### src/rtl/protein_tarama_kontrol.sv
// ============================================================================
// Module      : protein_tarama_kontrol
// Description : Codon-pair scan sequencer; delimits proteins from scorer match
//               bits and reports the best complete protein and the count.
// Revision    : 1.0 - initial release
// ============================================================================
`default_nettype none

module protein_tarama_kontrol #(
    parameter int ADR_W       = 10,
    parameter int MAX_UZUNLUK = 1000,
    parameter int PUAN_W      = 16
) (
    input  logic              clk,
    input  logic              rst_n,
    input  logic              basla,
    input  logic [ADR_W:0]    dizi_uzunluk,
    output logic              mem_oku,
    output logic [ADR_W-1:0]  mem_adr,
    input  logic [5:0]        mem_kodon1,
    input  logic [5:0]        mem_kodon2,
    output logic [5:0]        kodon1_o,
    output logic [5:0]        kodon2_o,
    output logic              kodon_gecerli,
    input  logic              eslesme,
    output logic [PUAN_W-1:0] en_iyi_puan,
    output logic [9:0]        en_iyi_uzunluk,
    output logic [7:0]        protein_sayisi,
    output logic              mesgul,
    output logic              bitti
);

    typedef enum logic [1:0] {
        BOS    = 2'd0,
        OKU    = 2'd1,
        BOSALT = 2'd2,
        BITTI  = 2'd3
    } durum_t;

    localparam logic [5:0]     START_KODON = 6'b000110;
    localparam logic [9:0]     MAX_U       = 10'(MAX_UZUNLUK);
    localparam logic [ADR_W:0] N_MAX       = {1'b1, {ADR_W{1'b0}}};

    durum_t              durum_q, durum_d;
    logic [ADR_W:0]      n_q, n_d;
    logic [ADR_W-1:0]    adr_q, adr_d;
    logic                oku_q, oku_d;
    logic                gec_q, gec_d;
    logic                tuket_q, tuket_d;
    logic [5:0]          kod_q, kod_d;
    logic                aktif_q, aktif_d;
    logic [9:0]          uzunluk_q, uzunluk_d;
    logic [PUAN_W-1:0]   puan_q, puan_d;
    logic [PUAN_W-1:0]   en_iyi_puan_q, en_iyi_puan_d;
    logic [9:0]          en_iyi_uz_q, en_iyi_uz_d;
    logic [7:0]          sayi_q, sayi_d;
    logic                mesgul_q, mesgul_d;
    logic                bitti_q, bitti_d;
    logic                dur_kodon;
    logic [PUAN_W-1:0]   esl_genis;

    assign dur_kodon = (kod_q == 6'b011000) || (kod_q == 6'b010000) || (kod_q == 6'b010010);
    assign esl_genis = {{(PUAN_W-1){1'b0}}, eslesme};

    always_comb begin
        durum_d       = durum_q;
        n_d           = n_q;
        adr_d         = adr_q;
        oku_d         = oku_q;
        gec_d         = oku_q;
        tuket_d       = gec_q;
        kod_d         = mem_kodon1;
        aktif_d       = aktif_q;
        uzunluk_d     = uzunluk_q;
        puan_d        = puan_q;
        en_iyi_puan_d = en_iyi_puan_q;
        en_iyi_uz_d   = en_iyi_uz_q;
        sayi_d        = sayi_q;

        case (durum_q)
            BOS: begin
                if (basla) begin
                    en_iyi_puan_d = '0;
                    en_iyi_uz_d   = '0;
                    sayi_d        = '0;
                    aktif_d       = 1'b0;
                    uzunluk_d     = '0;
                    puan_d        = '0;
                    if (dizi_uzunluk == '0) begin
                        durum_d = BITTI;
                    end else begin
                        n_d     = (dizi_uzunluk > N_MAX) ? N_MAX : dizi_uzunluk;
                        adr_d   = '0;
                        oku_d   = 1'b1;
                        durum_d = OKU;
                    end
                end
            end
            OKU: begin
                if ({1'b0, adr_q} == n_q - 1'b1) begin
                    oku_d   = 1'b0;
                    durum_d = BOSALT;
                end else begin
                    adr_d = adr_q + 1'b1;
                end
            end
            BOSALT: begin
                // Once the scorer stage is empty, this cycle consumes the last index.
                if (!gec_q) durum_d = BITTI;
            end
            default: durum_d = BOS;
        endcase

        if (tuket_q) begin
            if (!aktif_q) begin
                if (kod_q == START_KODON) begin
                    aktif_d   = 1'b1;
                    uzunluk_d = 10'd1;
                    puan_d    = esl_genis;
                end
            end else if (dur_kodon) begin
                if (sayi_q != 8'hFF) sayi_d = sayi_q + 8'd1;
                if (puan_q > en_iyi_puan_q) begin
                    en_iyi_puan_d = puan_q;
                    en_iyi_uz_d   = uzunluk_q;
                end
                aktif_d = 1'b0;
            end else if (uzunluk_q == MAX_U) begin
                aktif_d = 1'b0;
            end else begin
                uzunluk_d = uzunluk_q + 10'd1;
                puan_d    = puan_q + esl_genis;
            end
        end

        mesgul_d = (durum_d == OKU) || (durum_d == BOSALT);
        bitti_d  = (durum_d == BITTI);
    end

    always_ff @(posedge clk) begin
        if (!rst_n) begin
            durum_q       <= BOS;
            n_q           <= '0;
            adr_q         <= '0;
            oku_q         <= 1'b0;
            gec_q         <= 1'b0;
            tuket_q       <= 1'b0;
            kod_q         <= '0;
            aktif_q       <= 1'b0;
            uzunluk_q     <= '0;
            puan_q        <= '0;
            en_iyi_puan_q <= '0;
            en_iyi_uz_q   <= '0;
            sayi_q        <= '0;
            mesgul_q      <= 1'b0;
            bitti_q       <= 1'b0;
        end else begin
            durum_q       <= durum_d;
            n_q           <= n_d;
            adr_q         <= adr_d;
            oku_q         <= oku_d;
            gec_q         <= gec_d;
            tuket_q       <= tuket_d;
            kod_q         <= kod_d;
            aktif_q       <= aktif_d;
            uzunluk_q     <= uzunluk_d;
            puan_q        <= puan_d;
            en_iyi_puan_q <= en_iyi_puan_d;
            en_iyi_uz_q   <= en_iyi_uz_d;
            sayi_q        <= sayi_d;
            mesgul_q      <= mesgul_d;
            bitti_q       <= bitti_d;
        end
    end

    assign mem_oku        = oku_q;
    assign mem_adr        = adr_q;
    assign kodon1_o       = mem_kodon1;
    assign kodon2_o       = mem_kodon2;
    assign kodon_gecerli  = gec_q;
    assign en_iyi_puan    = en_iyi_puan_q;
    assign en_iyi_uzunluk = en_iyi_uz_q;
    assign protein_sayisi = sayi_q;
    assign mesgul         = mesgul_q;
    assign bitti          = bitti_q;

endmodule

`default_nettype wire

### config.mk
export PLATFORM = sky130hd
export DESIGN_NAME = protein_tarama_kontrol
export DESIGN_NICKNAME = d
export VERILOG_FILES = /design/src/rtl/protein_tarama_kontrol.sv
export SDC_FILE = /design/constraint.sdc
export NUM_CORES = 1
export LEC_CHECK = 0
export CORE_UTILIZATION = 54
export CTS_CLUSTER_SIZE = 14
export DETAILED_ROUTE_END_ITERATION = 8
export PLACE_DENSITY_LB_ADDON = 0.05
export SYNTH_ARGS = -nofsm -noshare
export SYNTH_HDL_FRONTEND = slang
export SYNTH_SLANG_ARGS = --single-unit
### constraint.sdc
create_clock -name clk -period 3.36 [get_ports clk]
set_input_delay 0.336 -clock clk [delete_from_list [all_inputs] [get_ports clk]]
set_output_delay 0.336 -clock clk [all_outputs]
set_load 0.02 [all_outputs]
After elaboration in Yosys (flattened, before gate mapping)
Index checks and enable logic that the tools add are counted.
{"block": "word_totals", "romBits": 0, "memories": 0, "latch_bits": 0, "ramBits": 0, "wordCells": 101, "register_bits": 95, "inputBits": 27}
{"block": "op_classes", "shifts": 0, "n_reduce_logical": 9, "n_eq_ne": 16, "order_cmp": 2, "div": 0, "addsub": 5, "n_bitwise": 1, "muxes": 53, "multipliers": 0}
{"op": "16-bit two-way mux", "count": 13}
{"op": "10-bit two-way mux", "count": 16}
{"op": "8-bit two-way mux", "count": 6}
{"op": "10-bit by 1-bit adder with 10-bit output (second input constant)", "count": 2}
{"op": "10-bit case mux with 2 select lines", "count": 1}
{"op": "6-bit by 5-bit equality test with 1-bit output (second input constant)", "count": 3}
{"op": "16-bit by 1-bit adder with 16-bit output", "count": 1}
{"op": "16-bit greater-than comparator", "count": 1}
{"op": "10-bit by 11-bit equality test with 1-bit output", "count": 1}
{"op": "11-bit greater-than comparator (second input constant)", "count": 1}
{"op": "11-bit zero test", "count": 1}
{"op": "11-bit two-way mux", "count": 1}
{"op": "11-bit by 1-bit subtractor with 11-bit output (second input constant)", "count": 1}
{"op": "10-bit equality test (second input constant)", "count": 1}
{"op": "1-bit two-way mux", "count": 10}
{"op": "8-bit by 1-bit adder with 8-bit output (second input constant)", "count": 1}
{"op": "2-bit two-way mux", "count": 4}
{"op": "2-bit inequality test (second input constant)", "count": 4}
{"op": "8-bit inequality test (second input constant)", "count": 1}
{"op": "4-bit AND reduction", "count": 2}
{"op": "2-bit equality test (second input constant)", "count": 3}
{"op": "6-bit by 3-bit equality test with 1-bit output (second input constant)", "count": 1}
{"op": "2-bit case mux with 3 select lines", "count": 1}
{"op": "2-bit by 1-bit equality test with 1-bit output (second input constant)", "count": 2}
{"op": "6 further kinds", "count": 8}

Logic depth before layout (Yosys ltp)
{"block": "logic_depth", "word_depth": 6, "depth_mapped": 11}

Worst setup path before layout
No wires, ideal clock.
{"block": "synth_path", "kind": "register -> register", "from": "reg n_q[0]", "to": "reg mesgul_q, in the netlist mesgul", "synth_period_minus_slack_ps": 2687, "arrival_time_ps": 2572, "t_required_ps": 3245, "slack_ps": 673, "n_path_buf": 1, "path_stages_with_launch": 12, "setup_time_ps": 115, "path_cell_list": "dfxtp_1 -> inv_1 -> ha_1 -> buf_2 -> nor3b_1 -> a2111o_1 -> nand3_2 -> nor2_1 -> or4b_4 -> o22ai_2 -> ha_1 -> and2_1"}
{"block": "synth_between", "elab_chain_len": 6, "elab_cells_between_ends": 7, "cone_classes": "1 x add/sub; 3 x eq/ne; 2 x mux; 1 x reduce/logical"}
{"element": "from (decl)", "line": "45", "rtl": "logic [ADR_W:0] n_q, n_d;"}
{"element": "from (signal assigned)", "line": "159", "rtl": "n_q <= n_d;"}
{"element": "11-bit by 1-bit subtractor with 11-bit output *", "line": "100", "rtl": "if ({1'b0, adr_q} == n_q - 1'b1) begin"}
{"element": "10-bit by 11-bit equality test with 1-bit output *", "line": "100"}
{"element": "2-bit two-way mux *", "line": "100"}
{"element": "2-bit case mux with 3 select lines *", "line": "80", "rtl": "case (durum_q)"}
{"element": "via durum_d[1]", "line": "44", "rtl": "durum_t durum_q, durum_d;"}
{"element": "2-bit by 1-bit equality test with 1-bit output or 2-bit equality test (tied branches)", "line": "136", "rtl": "mesgul_d = (durum_d == OKU) || (durum_d == BOSALT);"}
{"element": "1-bit logical OR *", "line": "136"}
{"element": "via mesgul_d", "line": "57", "rtl": "logic mesgul_q, mesgul_d;"}
{"element": "to (signal assigned)", "line": "171", "rtl": "mesgul_q <= mesgul_d;"}
{"element": "to (decl)", "line": "57"}
Mark *: on every way through the listed nets, which the timed path passes. The rest lies on a longest branch.
A chain may end at the register's enable or synchronous reset.

Worst setup path in the final report
Ends and elaborated chain as after synthesis.

==> impl_metrics.json <==
{
  "outcome": "complete, no violations",
  "synth-seq-area-share_pct": 36.60,
  "fin_crit_ns": 3.043,
  "p_sw_mw": 0.5958,
  "syn_inst": 638,
  "dieArea_um2": 10020,
  "gp_congestion": 0.8507,
  "hold_ws_ns": 0.4639,
  "clock_sinks": 95,
  "p_leak_nw": 2.100,
  "hp-class": "input port to register",
  "finClkSkew_ns": 0.01661,
  "port_buffers": 74,
  "startpoint_type": "register",
  "worstMarginPinSlew_ns": 1.145,
  "antenna_found_initial": 0,
  "rsz0062_at_grt": "false",
  "worstSetupEndpointType": "register",
  "power_frac_comb_pct": 10.7,
  "ys_ff_latch": 95,
  "synthXorXnorAreaFrac_pct": 2.023,
  "syn_avg_cell_area_um2": 8.145,
  "clkLatencyLatePin_ns": 0.37,
  "cts_tree": "done",
  "cts.path.max_buffers": 2,
  "numCtsBuffers": 9,
  "ctsHoldBuffers": 0,
  "h-tree-depth": 3,
  "overflow": 0,
  "yosys.area_share.simple_pct": 26.41,
  "pre_cts_slack_ns": 0.3476,
  "power.total_mw": 2.102,
  "syn_to_final_growth_pct": 17.53,
  "vias": 4752,
  "synth_fa_ha_area_share_pct": 5.779,
  "setup_viol": 0,
  "start_util_pct": 55.97,
  "core_area_um2": 9284,
  "drv_cap": 0,
  "n_antenna_cell": 0,
  "drt_wl_total_um": 12330,
  "ys_warn_count": 0,
  "drc": 0,
  "firstDrtPassIters": 5,
  "fmax_mhz": 328.6,
  "die_w_um": 100.1,
  "clk_pin_slew_worst_paths_ns": 0.10,
  "io-pin-count": 87,
  "cts.repair.resized": 0,
  "syn-num-nets": 689,
  "p_sw_share_pct": 28.34,
  "slew_viol_final": 0,
  "synthMuxAreaShare_pct": 5.201,
  "synth-compound-area-share_pct": 17.36,
  "synth-async-reset-ratio_pct": 0,
  "grt_max_degree": 44,
  "std_cell_rows": 35,
  "drt-wirelength-per-cell_um": 15.06,
  "fin_nets": 736,
  "p_int_mw": 1.507,
  "postCtsSetupRepairBufs": 0,
  "critical_path_arrival_ns": 3.32,
  "nFillCells": 834,
  "postRouteAntennaNets": 0,
  "hpwl_um": 8871,
  "first_global_vias": 4475,
  "fin_ws_ns": 0.3170,
  "setup_tns_ns": 0,
  "finalHoldViolations": 0,
  "cp_data_required_time_ns": 3.64,
  "relSlewSlack_pct": 23.68,
  "power.density_nw_per_um2": 344.3,
  "ir_drop_mv": 0.2194,
  "power_frac_seq_pct": 55.1,
  "ys.flop_type": "dfxtp_1",
  "mostFrequentLayoutCells": "dfxtp_1, clkdlybuf4s50_1, nand2_1, nor2_1, a21oi_1",
  "drive_above_1_share_pct": 6.087,
  "cts-root-buf": "clkbuf_8",
  "synth_edf_count": 0,
  "synth_top_family_by_area": "simple AND/OR/NAND/NOR gates",
  "layout_commonest_cell": "dfxtp_1",
  "die_h_um": 100.1,
  "fin_util_pct": 65.78,
  "syn_area_um2": 5196,
  "critPathKind": "register to register",
  "viasPerCell": 5.802,
  "path_max_fanout": 7,
  "timing.final.crit_share_pct": 90.57,
  "p_clk_share_pct": 34.2,
  "drt_iter0_markers": 160,
  "grt_usage_pct": 25.65,
  "synthDistinctLibCells": 63,
  "grt_pass1_wl_um": 20680
}
## stage by stage
step           cells  cell area, µm²
2_1_floorplan    638            5196
3_3_place_gp     803            5929
5_1_grt          819            6107
4_1_cts          819            6107
6_report         819            6107
3_5_place_dp     803            5929
## worst paths after layout
path / cells after the start / start / slack [ns] / end
hold reg to reg: 2 / en_iyi_uzunluk[6]$_SDFF_PN0_ / 0.48 / en_iyi_uzunluk[6]$_SDFF_PN0_
setup reg to reg: 10 / n_q[0]$_SDFFE_PN0P_ / 0.32 / mesgul$_SDFF_PN0_
hold / removal: 3 / rst_n / 0.46 / en_iyi_uzunluk[8]$_SDFF_PN0_
setup / recovery: 10 / n_q[0]$_SDFFE_PN0P_ / 0.32 / mesgul$_SDFF_PN0_
## logic make-up after synthesis
kind of cell,count (synthesis)
multiplexers,27
adder cells (fa/ha/maj),24
AO/OA/AOI/OAI,139
XOR/XNOR,12
flip-flops,95
buffers and inverters,73
AND/OR/NAND/NOR,268
## flip-flops by register name, indices dropped and copies added (netlist names)
name and flops:
en_iyi_puan 16, puan_q 16, n_q 11, en_iyi_uzunluk 10, mem_adr 10, uzunluk_q 10, protein_sayisi 8, kod_q 6
durum_q 2, aktif_q 1, bitti 1, kodon_gecerli 1, mem_oku 1, mesgul 1, tuket_q 1
## layout make-up
class	instances	area (µm²)	area share, %
Sequential cell	95	1902	31.14
Timing Repair Buffer	83	803.3	13.15
Clock inverter	7	53.80	0.8810
Multi-Input combinational cell	470	2965	48.56
Inverter	26	97.59	1.598
Tap cell	129	161.4	2.643
Clock buffer	9	123.9	2.028
## power by group through the flow
stage               Sequential, mW  Combinational [mW]  Clock (mW)
finish                        1.16               0.224       0.719
global route                  1.16               0.247       0.771
CTS                           1.16               0.225       0.727
detailed placement            1.19               0.224           0
global placement              1.18               0.217           0
floorplan                     1.18               0.160           0
## metal layers
metal | track usage (%) | share of wire (%) | wire length (µm) | up-vias
li1 | - | - | - | 2364
met1 | 32.18 | 47 | 5744 | 2265
met2 | 44.56 | 48 | 5971 | 107
met3 | 3.900 | 4.0 | 488 | 16
met4 | 9.588 | 1.0 | 128 | 0
met5 | 0 | 0 | 0 | -
## Yosys cell counts, types with 7 or more instances
cell / number / area share, %
a21o_1: 7 / 1.0
a21oi_1: 56 / 5.4
a31oi_1: 9 / 1.1
and2_1: 14 / 1.7
and3_1: 12 / 1.4
buf_4: 13 / 1.9
clkbuf_1: 24 / 1.7
dfxtp_1: 95 / 37
ha_1: 24 / 5.8
inv_1: 25 / 1.8
mux2i_1: 27 / 5.2
nand2_1: 63 / 4.6
nand3_1: 52 / 5.0
nand3b_1: 8 / 1.2
nand4_1: 10 / 1.2
nor2_1: 61 / 4.4
nor3b_1: 7 / 1.0
o21ai_0: 14 / 1.3
o21ai_1: 18 / 1.7
or4_1: 7 / 1.0
xnor2_1: 8 / 1.3
## critical path: stages, from the launching register on
cell and delay [ns]:
dfxtp_1 0.37, inv_1 0.10, ha_1 0.35, nor3b_1 0.52
nand4_1 0.15, a21oi_1 0.24, nor2_1 0.08, or4b_4 0.56
o22ai_2 0.18, ha_1 0.25, and2_1 0.15
Power figures use the tool's default switching activity.
